$ cat src/rtl/i2c_sniff_fifo.sv
// i2c_sniff_fifo: passive I2C listener that filters the bus, decodes START/STOP/frames
// and queues tagged {kind, byte, nack} entries in a show-ahead FIFO.
module i2c_sniff_fifo #(
    parameter int         SYNC_STAGES   = 2,
    parameter int         FILT_LEN      = 3,
    parameter int         DEPTH         = 16,
    parameter int         ADDR_MATCH_EN = 0,
    parameter logic [6:0] MATCH_ADDR    = 7'h00
) (
    input  logic                     clk,
    input  logic                     rst,
    input  logic                     scl_in,
    input  logic                     sda_in,
    input  logic                     out_ready,
    input  logic                     ovf_clr,
    output logic                     out_valid,
    output logic [10:0]              out_data,
    output logic [$clog2(DEPTH):0]   fifo_level,
    output logic                     ovf,
    output logic                     bus_busy
);
    localparam int AW = $clog2(DEPTH);
    localparam logic [3:0]    FILT_TOP = 4'(FILT_LEN - 1);
    localparam logic [AW:0]   FULL_LVL = (AW + 1)'(DEPTH);
    localparam logic [AW:0]   LVL_ONE  = (AW + 1)'(1);
    localparam logic [AW-1:0] PTR_ONE  = AW'(1);

    typedef enum logic [1:0] {IDLE, ADDR, DATA, SKIP} state_t;

    logic [1:0] raw, filt, filt_d;
    assign raw = {sda_in, scl_in};

    // index 0 is SCL, index 1 is SDA; both lines share identical delay so ordering is preserved
    for (genvar i = 0; i < 2; i++) begin : g_line
        logic [SYNC_STAGES-1:0] sync_q;
        logic [3:0]             run;
        logic                   f_q;
        always_ff @(posedge clk) begin
            if (rst) begin
                sync_q <= '1;
                run    <= '0;
                f_q    <= 1'b1;
            end else begin
                sync_q <= {sync_q[SYNC_STAGES-2:0], raw[i]};
                if (sync_q[SYNC_STAGES-1] == f_q)
                    run <= '0;
                else if (run == FILT_TOP) begin
                    f_q <= sync_q[SYNC_STAGES-1];
                    run <= '0;
                end else
                    run <= run + 4'd1;
            end
        end
        assign filt[i] = f_q;
    end

    logic scl_rise, start_ev, stop_ev;
    assign scl_rise = filt[0] & ~filt_d[0];
    assign start_ev = filt[0] & filt_d[0] & filt_d[1] & ~filt[1];
    assign stop_ev  = filt[0] & filt_d[0] & ~filt_d[1] & filt[1];

    state_t      state, state_n;
    logic [3:0]  bit_cnt, cnt_n;
    logic [7:0]  shift, shift_n;
    logic        busy_n, push, push_n, in_frame, addr_miss;
    logic [10:0] push_data, pdata_n;

    assign in_frame  = (state == ADDR) || (state == DATA);
    assign addr_miss = (ADDR_MATCH_EN != 0) && (shift[7:1] != MATCH_ADDR);

    always_ff @(posedge clk) begin
        if (rst) begin
            state     <= IDLE;
            bit_cnt   <= '0;
            shift     <= '0;
            bus_busy  <= 1'b0;
            push      <= 1'b0;
            push_data <= '0;
            filt_d    <= 2'b11;
        end else begin
            state     <= state_n;
            bit_cnt   <= cnt_n;
            shift     <= shift_n;
            bus_busy  <= busy_n;
            push      <= push_n;
            push_data <= pdata_n;
            filt_d    <= filt;
        end
    end

    // partial bits of a truncated frame stay right-aligned in shift
    always_comb begin
        state_n = state;
        cnt_n   = bit_cnt;
        shift_n = shift;
        busy_n  = bus_busy;
        push_n  = 1'b0;
        pdata_n = '0;
        if (start_ev) begin
            state_n = ADDR;
            cnt_n   = '0;
            shift_n = '0;
            busy_n  = 1'b1;
            push_n  = in_frame && (bit_cnt != 4'd0);
            pdata_n = {2'b11, shift, 1'b1};
        end else if (stop_ev) begin
            state_n = IDLE;
            cnt_n   = '0;
            shift_n = '0;
            busy_n  = 1'b0;
            push_n  = in_frame;
            pdata_n = {2'b10, 9'd0};
        end else if (scl_rise && state != IDLE) begin
            if (bit_cnt == 4'd8) begin
                cnt_n   = '0;
                shift_n = '0;
                push_n  = (state == DATA) || (state == ADDR && !addr_miss);
                pdata_n = {(state == ADDR) ? 2'b01 : 2'b00, shift, filt[1]};
                state_n = (state == ADDR) ? (addr_miss ? SKIP : DATA) : state;
            end else begin
                cnt_n   = bit_cnt + 4'd1;
                shift_n = {shift[6:0], filt[1]};
            end
        end
    end

    logic [10:0]   mem [DEPTH];
    logic [AW-1:0] wr_ptr, rd_ptr;
    logic          full, pop, wr;

    assign full      = fifo_level == FULL_LVL;
    assign out_valid = fifo_level != '0;
    assign pop       = out_valid & out_ready;
    assign wr        = push & (~full | pop);
    assign out_data  = out_valid ? mem[rd_ptr] : '0;

    always_ff @(posedge clk) begin
        if (wr)
            mem[wr_ptr] <= push_data;
    end

    always_ff @(posedge clk) begin
        if (rst) begin
            wr_ptr     <= '0;
            rd_ptr     <= '0;
            fifo_level <= '0;
            ovf        <= 1'b0;
        end else begin
            if (wr)
                wr_ptr <= wr_ptr + PTR_ONE;
            if (pop)
                rd_ptr <= rd_ptr + PTR_ONE;
            if (wr && !pop)
                fifo_level <= fifo_level + LVL_ONE;
            else if (pop && !wr)
                fifo_level <= fifo_level - LVL_ONE;
            ovf <= (push & ~wr) | (ovf & ~ovf_clr);
        end
    end
endmodule

$ cat config.mk
export PLATFORM = sky130hd
export DESIGN_NAME = i2c_sniff_fifo
export DESIGN_NICKNAME = d
export VERILOG_FILES = /design/src/rtl/i2c_sniff_fifo.sv
export SDC_FILE = /design/constraint.sdc
export NUM_CORES = 1
export LEC_CHECK = 0
export BUFFER_PORTS_ARGS = -buffer_cell sky130_fd_sc_hd__clkbuf_2
export CORE_MARGIN = 2
export CORE_UTILIZATION = 44
export CTS_CLUSTER_DIAMETER = 30
export DETAILED_ROUTE_END_ITERATION = 8
export PLACE_DENSITY_LB_ADDON = 0.3
export SYNTH_ARGS = -nofsm -noshare
export SYNTH_HDL_FRONTEND = slang
export SYNTH_SLANG_ARGS = --single-unit
$ cat constraint.sdc
create_clock -name clk -period 4.35 [get_ports clk]
set_clock_uncertainty 0.2 [all_clocks]
set_input_delay 0.435 -clock clk [delete_from_list [all_inputs] [get_ports clk]]
set_output_delay 0.435 -clock clk [all_outputs]
set_load 0.1 [all_outputs]
# [Word-level counts from Yosys, hierarchy flattened]
# Memories as Yosys holds them, arrays and structs flattened. A register that Yosys moved wholly into a read port is not among the register bits.
# Index checks and enable logic that the tools add are counted.
[op_classes] addsub=7 multipliers=0 div=0 n_lt_le_gt_ge=0 eq_ne=8 n_shift=0 n_mux=25 bitwise_logic=20 reduce_logical=22
[ops] operator="11-bit 2-to-1 mux" count=3
[ops] operator="4-bit by 1-bit adder with 4-bit output, second input constant" count=5
[ops] operator="10-bit 2-to-1 mux" count=2
[ops] operator="1-bit 2-to-1 mux" count=14
[ops] operator="4-bit 2-to-1 mux" count=3
[ops] operator="1-bit AND" count=10
[ops] operator="5-bit 2-to-1 mux" count=2
[ops] operator="3-bit nonzero test" count=3
[ops] operator="3-bit OR reduction" count=3
[ops] operator="4-bit by 2-bit equality test with 1-bit output, second input constant" count=2
[ops] operator="8-bit 2-to-1 mux" count=1
[ops] operator="1-bit inverter" count=8
[ops] operator="3-bit AND reduction" count=2
[ops] operator="2-bit nonzero test" count=3
[ops] operator="5-bit by 1-bit adder with 5-bit output, second input constant" count=1
[ops] operator="5-bit equality test, second input constant" count=1
[ops] operator="5-bit nonzero test" count=1
[ops] operator="5-bit by 1-bit subtractor with 5-bit output, second input constant" count=1
[ops] operator="4-bit equality test, second input constant" count=1
[ops] operator="1-bit logical AND" count=4
[ops] operator="2-bit AND reduction" count=2
[ops] operator="4-bit nonzero test" count=1
[ops] operator="1-bit equality test" count=2
[ops] operator="2-bit by 1-bit equality test with 1-bit output, second input constant" count=1
[ops] operator="4 further kinds" count=6
[word_totals] reg_bits=57 latchBits=0 mem_bits_rw=176 rom_bits=0 in_bits=6 out_inout_bits=19 n_memories=1
[memory_table] memory="mem" words=16 word_bits=11 rd=1 rd_ports_with_merged_regs=1 wr=1 line_no="127" rtl="logic [10:0] mem [DEPTH];"

# [Longest topological paths before layout]
[logic_depth] depth_word=8 ltp_mapped=11

# [Worst setup path after synthesis]
# Ideal clock, no wire load.
[synth_path] kind="reg2out" start="register fifo_level[0]" end="output port out_data[1]" arrival_ps=3927 t_required_ps=3715 path_slack_ps=-212 stages_incl_launch_ff=6 n_path_buf=2 cell_sequence="dfxtp_1 > or4_1 > buf_2 > nor2_1 > buf_2 > a211oi_1"
[synth_between] elab_chain_cells=2
[synth_rtl] item="start, declared" line_no="18" rtl="output logic [$clog2(DEPTH):0] fifo_level,"
[synth_rtl] item="start signal, assigned" line_no="154" rtl="fifo_level <= fifo_level + LVL_ONE;"
[synth_rtl] item="start signal, assigned" line_no="156" rtl="fifo_level <= fifo_level - LVL_ONE;"
[synth_rtl] item="5-bit nonzero test" line_no="132" rtl="assign out_valid = fifo_level != '0;"
[synth_rtl] item="11-bit 2-to-1 mux" line_no="135" rtl="assign out_data = out_valid ? mem[rd_ptr] : '0;"
[synth_rtl] item="end, declared" line_no="17" rtl="output logic [10:0] out_data,"
# Every way passes these cells.

==> flow_metrics.py <==
metrics = {
    "run_status": {
        "status": "completed",
    },
    "cells_and_area": {
        "area_growth_pct": 19.43,
        "fin_nets": 626,
        "final_util_pct": 53.31,
        "drive_gt1_share_pct": 24.92,
        "final-seq-area_mm2": 0.006509,
        "antennaDiodeCount": 0,
        "final_cells": 909,
        "fillers": 1670,
        "multiInputGateArea_mm2": 0.002618,
    },
    "global_routing": {
        "grt_pass1_vias": 4919,
        "grt_antenna_before_repair": 0,
        "grt_usage_pct": 15.57,
        "grt_max_degree": 45,
        "grt_pass1_wl_um": 26850,
        "grt_overflow": 0,
    },
    "cts": {
        "cts_resized": 0,
        "cts_tree": "built",
        "htreeDepth": 2,
        "cts_buffers": 43,
        "clock-root-buffer": "clkbuf_16",
        "insertion_delay_ns": 0.52,
        "clock-sinks": 237,
        "path_clk_slew_ns": 0.05,
        "cts_buffer_depth": 3,
    },
    "timing": {
        "slew_violations": 0,
        "hold_ws_ns": 0.03334,
        "fin_tns_setup_ns": 0,
        "layout_setup_ws_ns": 0.6940,
        "fin_crit_ns": 3.656,
        "max-slew-margin-rel_pct": 41.12,
        "rsz0062_at_grt": "false",
        "max_slew.worst_pin.slew_ns": 0.8820,
        "finalCritPeriodShare_pct": 84.05,
        "timing.fmax_mhz": 273.5,
        "hold_viol_final": 0,
        "finalSetupViolCount": 0,
    },
    "synth": {
        "synthesis.area_mm2": 0.009324,
        "synth_top_area_cell": "edfxtp_1",
        "synth_warnings": 0,
        "synth-async-reset-ratio_pct": 0,
        "syn_inst": 555,
        "syn-num-nets": 579,
        "ys_ff_latch": 237,
        "synth_edf_count": 176,
        "yosysTopAreaCellShare_pct": 56.68,
        "syn_avg_cell_area_um2": 16.80,
        "seq_area_frac_synth_pct": 69.78,
        "yosys_most_used_dff": "edfxtp_1",
        "ys_types": 51,
        "yosys-top-cells-area": "edfxtp_1 57%, dfxtp_1 13%, mux4_2 11%, ha_1 2.3%, nor2_1 1.9%",
    },
    "floorplanning": {
        "core_mm2": 0.02089,
        "dieHeight_um": 149.6,
        "io_pins": 25,
        "die_w_um": 149.6,
        "row_count": 53,
        "initial_core_util_pct": 44.64,
        "dieArea_mm2": 0.02237,
    },
    "route": {
        "routed_wl_um": 16670,
        "drt_iter0_markers": 244,
        "drc": 0,
        "ant_nets": 0,
        "routedWlPerCell_um": 18.33,
        "dr_wl_met3_um": 864,
        "vias": 4831,
        "wl_met1_um": 7299,
        "first_pass_iters": 4,
        "avgViaCountPerCell": 5.315,
        "topRoutingLayerUsed": "met4",
        "met2_length_um": 8168,
    },
    "power_and_ir_drop": {
        "pwr-share-comb_pct": 24.1,
        "switching_power_mw": 2.591,
        "p_sw_share_pct": 34.40,
        "powerDensity_mw_per_mm2": 676.5,
        "p_leak_nw": 3.895,
        "p_seq_share_pct": 33.2,
        "p_int_mw": 4.942,
        "share_clk_of_total_power_pct": 42.7,
        "ir_worst_vdd_v": 0.0006422,
    },
    "placement": {
        "portBuffers": 24,
        "place_inst": 830,
        "place.gp.congestion": 0.7725,
        "dpl_worst_slack_ns": 1.071,
        "dp_hpwl_um": 10330,
    },
    "worst_setup_path": {
        "cp_max_fo": 24,
        "ff2ff_path_depth": 9,
        "cp-start-kind": "flip-flop",
        "required_ns": 3.71,
        "critPathArrivalTime_ns": 3.02,
        "r2r_slack_ns": 1.03,
        "r2r-end": "fifo_level[4]$_SDFFE_PP0P_",
        "critPathKind": "reg -> out",
        "timing.rr.start": "fifo_level[0]$_SDFFE_PP0P_",
        "end_kind": "output port",
    },
    "worst_hold_path": {
        "hp-class": "in -> reg",
        "min_path_cells": 4,
        "min_from": "ovf_clr",
        "min_to": "ovf$_SDFF_PP0_",
    },
    "job": {
        "drv_cap": 0,
    },
}
[synth_stat cells (12+ instances only)]
| library cell | n |
|---|---|
| inv_1 | 13 |
| dfxtp_1 | 61 |
| a211oi_1 | 22 |
| mux2i_1 | 14 |
| mux4_2 | 44 |
| nor2b_1 | 15 |
| edfxtp_1 | 176 |
| xor2_1 | 12 |
| nor2_1 | 46 |
| ha_1 | 17 |
| and2_1 | 13 |
[cells by family (layout without fill, tap and decap cells)]
family                     Yosys count  after routing  share of synthesized area (%)
muxes                               59             59                          12.25
AOI/OAI and AO/OA                   55             55                          4.294
DFF                                237            237                          69.78
buffers and inverters               42            121                          2.147
adders and majority gates           18             18                          2.496
and+or+nand+nor                    127            127                          7.434
xor gates and xnor gates            17             17                          1.597
[per-layer routing]
metal | vias to the layer above | global-route usage [%]
li1 | 2248 | -
met1 | 2424 | 20.68
met2 | 124 | 25.80
met3 | 35 | 3.415
met4 | 0 | 4.810
met5 | - | 0
[power groups by stage]
| stage | Clock, mW | Combinational, mW | Sequential [mW] |
|---|---|---|---|
| after detailed placement | 0 | 1.82 | 2.54 |
| after global routing | 3.38 | 1.91 | 2.51 |
| after floorplan | 0 | 1.43 | 2.65 |
| after CTS | 3.27 | 1.83 | 2.50 |
| after global placement | 0 | 1.81 | 2.54 |
| final | 3.22 | 1.81 | 2.50 |
[worst max-delay path by stage]
stage	to	slack (ns)
detailed placement	fifo_level[4]$_SDFFE_PP0P_	1.07
CTS	out_data[6]	0.60
global route	out_data[8]	0.48
finish	out_data[6]	0.69
floorplan	out_data[1]	-0.21
global placement	fifo_level[4]$_SDFFE_PP0P_	1.12
[cell usage in the layout, fill, tap and decap left out, types with 4 or more instances in the layout]
cell,n
clkbuf_1,4
nand3_1,5
edfxtp_1,176
xnor2_1,5
inv_6,9
and2_1,13
and3_1,11
nor2b_1,15
inv_1,13
ha_1,17
nand2b_1,5
clkbuf_16,43
nand2_1,4
bufinv_16,4
and4_1,4
nor2_1,46
a22oi_1,8
o211ai_1,4
clkbuf_2,24
clkinvlp_4,4
a21oi_1,10
dfxtp_1,59
clkinv_2,7
mux2i_1,14
or2_2,6
xor2_1,12
a211oi_1,22
mux4_2,44
[final cells by class]
cell class	count	area share (%)
Multi-Input combinational cell	276	23.51
Clock inverter	30	2.933
Timing Repair Buffer	30	1.753
Inverter	14	0.4719
Clock buffer	47	9.798
Tap cell	275	3.090
Sequential cell	237	58.45
[critical path: stages (launching register included)]
cell,delay (ns)
dfxtp_2,0.77
buf_12,0.29
mux4_2,0.53
nor2b_1,0.16
a211oi_1,0.24
a211oi_1,0.08
clkbuf_2,0.42
[per-stage QoR]
stage                     cell area (um2)  total power, mW
after detailed placement             9698            4.365
final                               11140            7.533
after floorplan                      9324            4.086
after global routing                11140            7.791
after global placement               9698            4.351
after CTS                           11140            7.600
[flip-flops by register name, indices dropped and copies added, names as in the netlist, named ones only]
name and cells:
bus_busy 1, push 1, rd_ptr 4, shift 8
ovf 1, mem 176, wr_ptr 4, state 2
g_line.sync_q 4, g_line.run 8, fifo_level 5, bit_cnt 4
push_data 11, g_line.f_q 2, filt_d 2
[what timing repair did]
action                                  CTS  global route
hold buffers                              2             0
hold endpoints to repair                  2             0
endpoints found under the setup margin    0             0
buffers inserted                          0             0
Power figures use the tool's default switching activity.
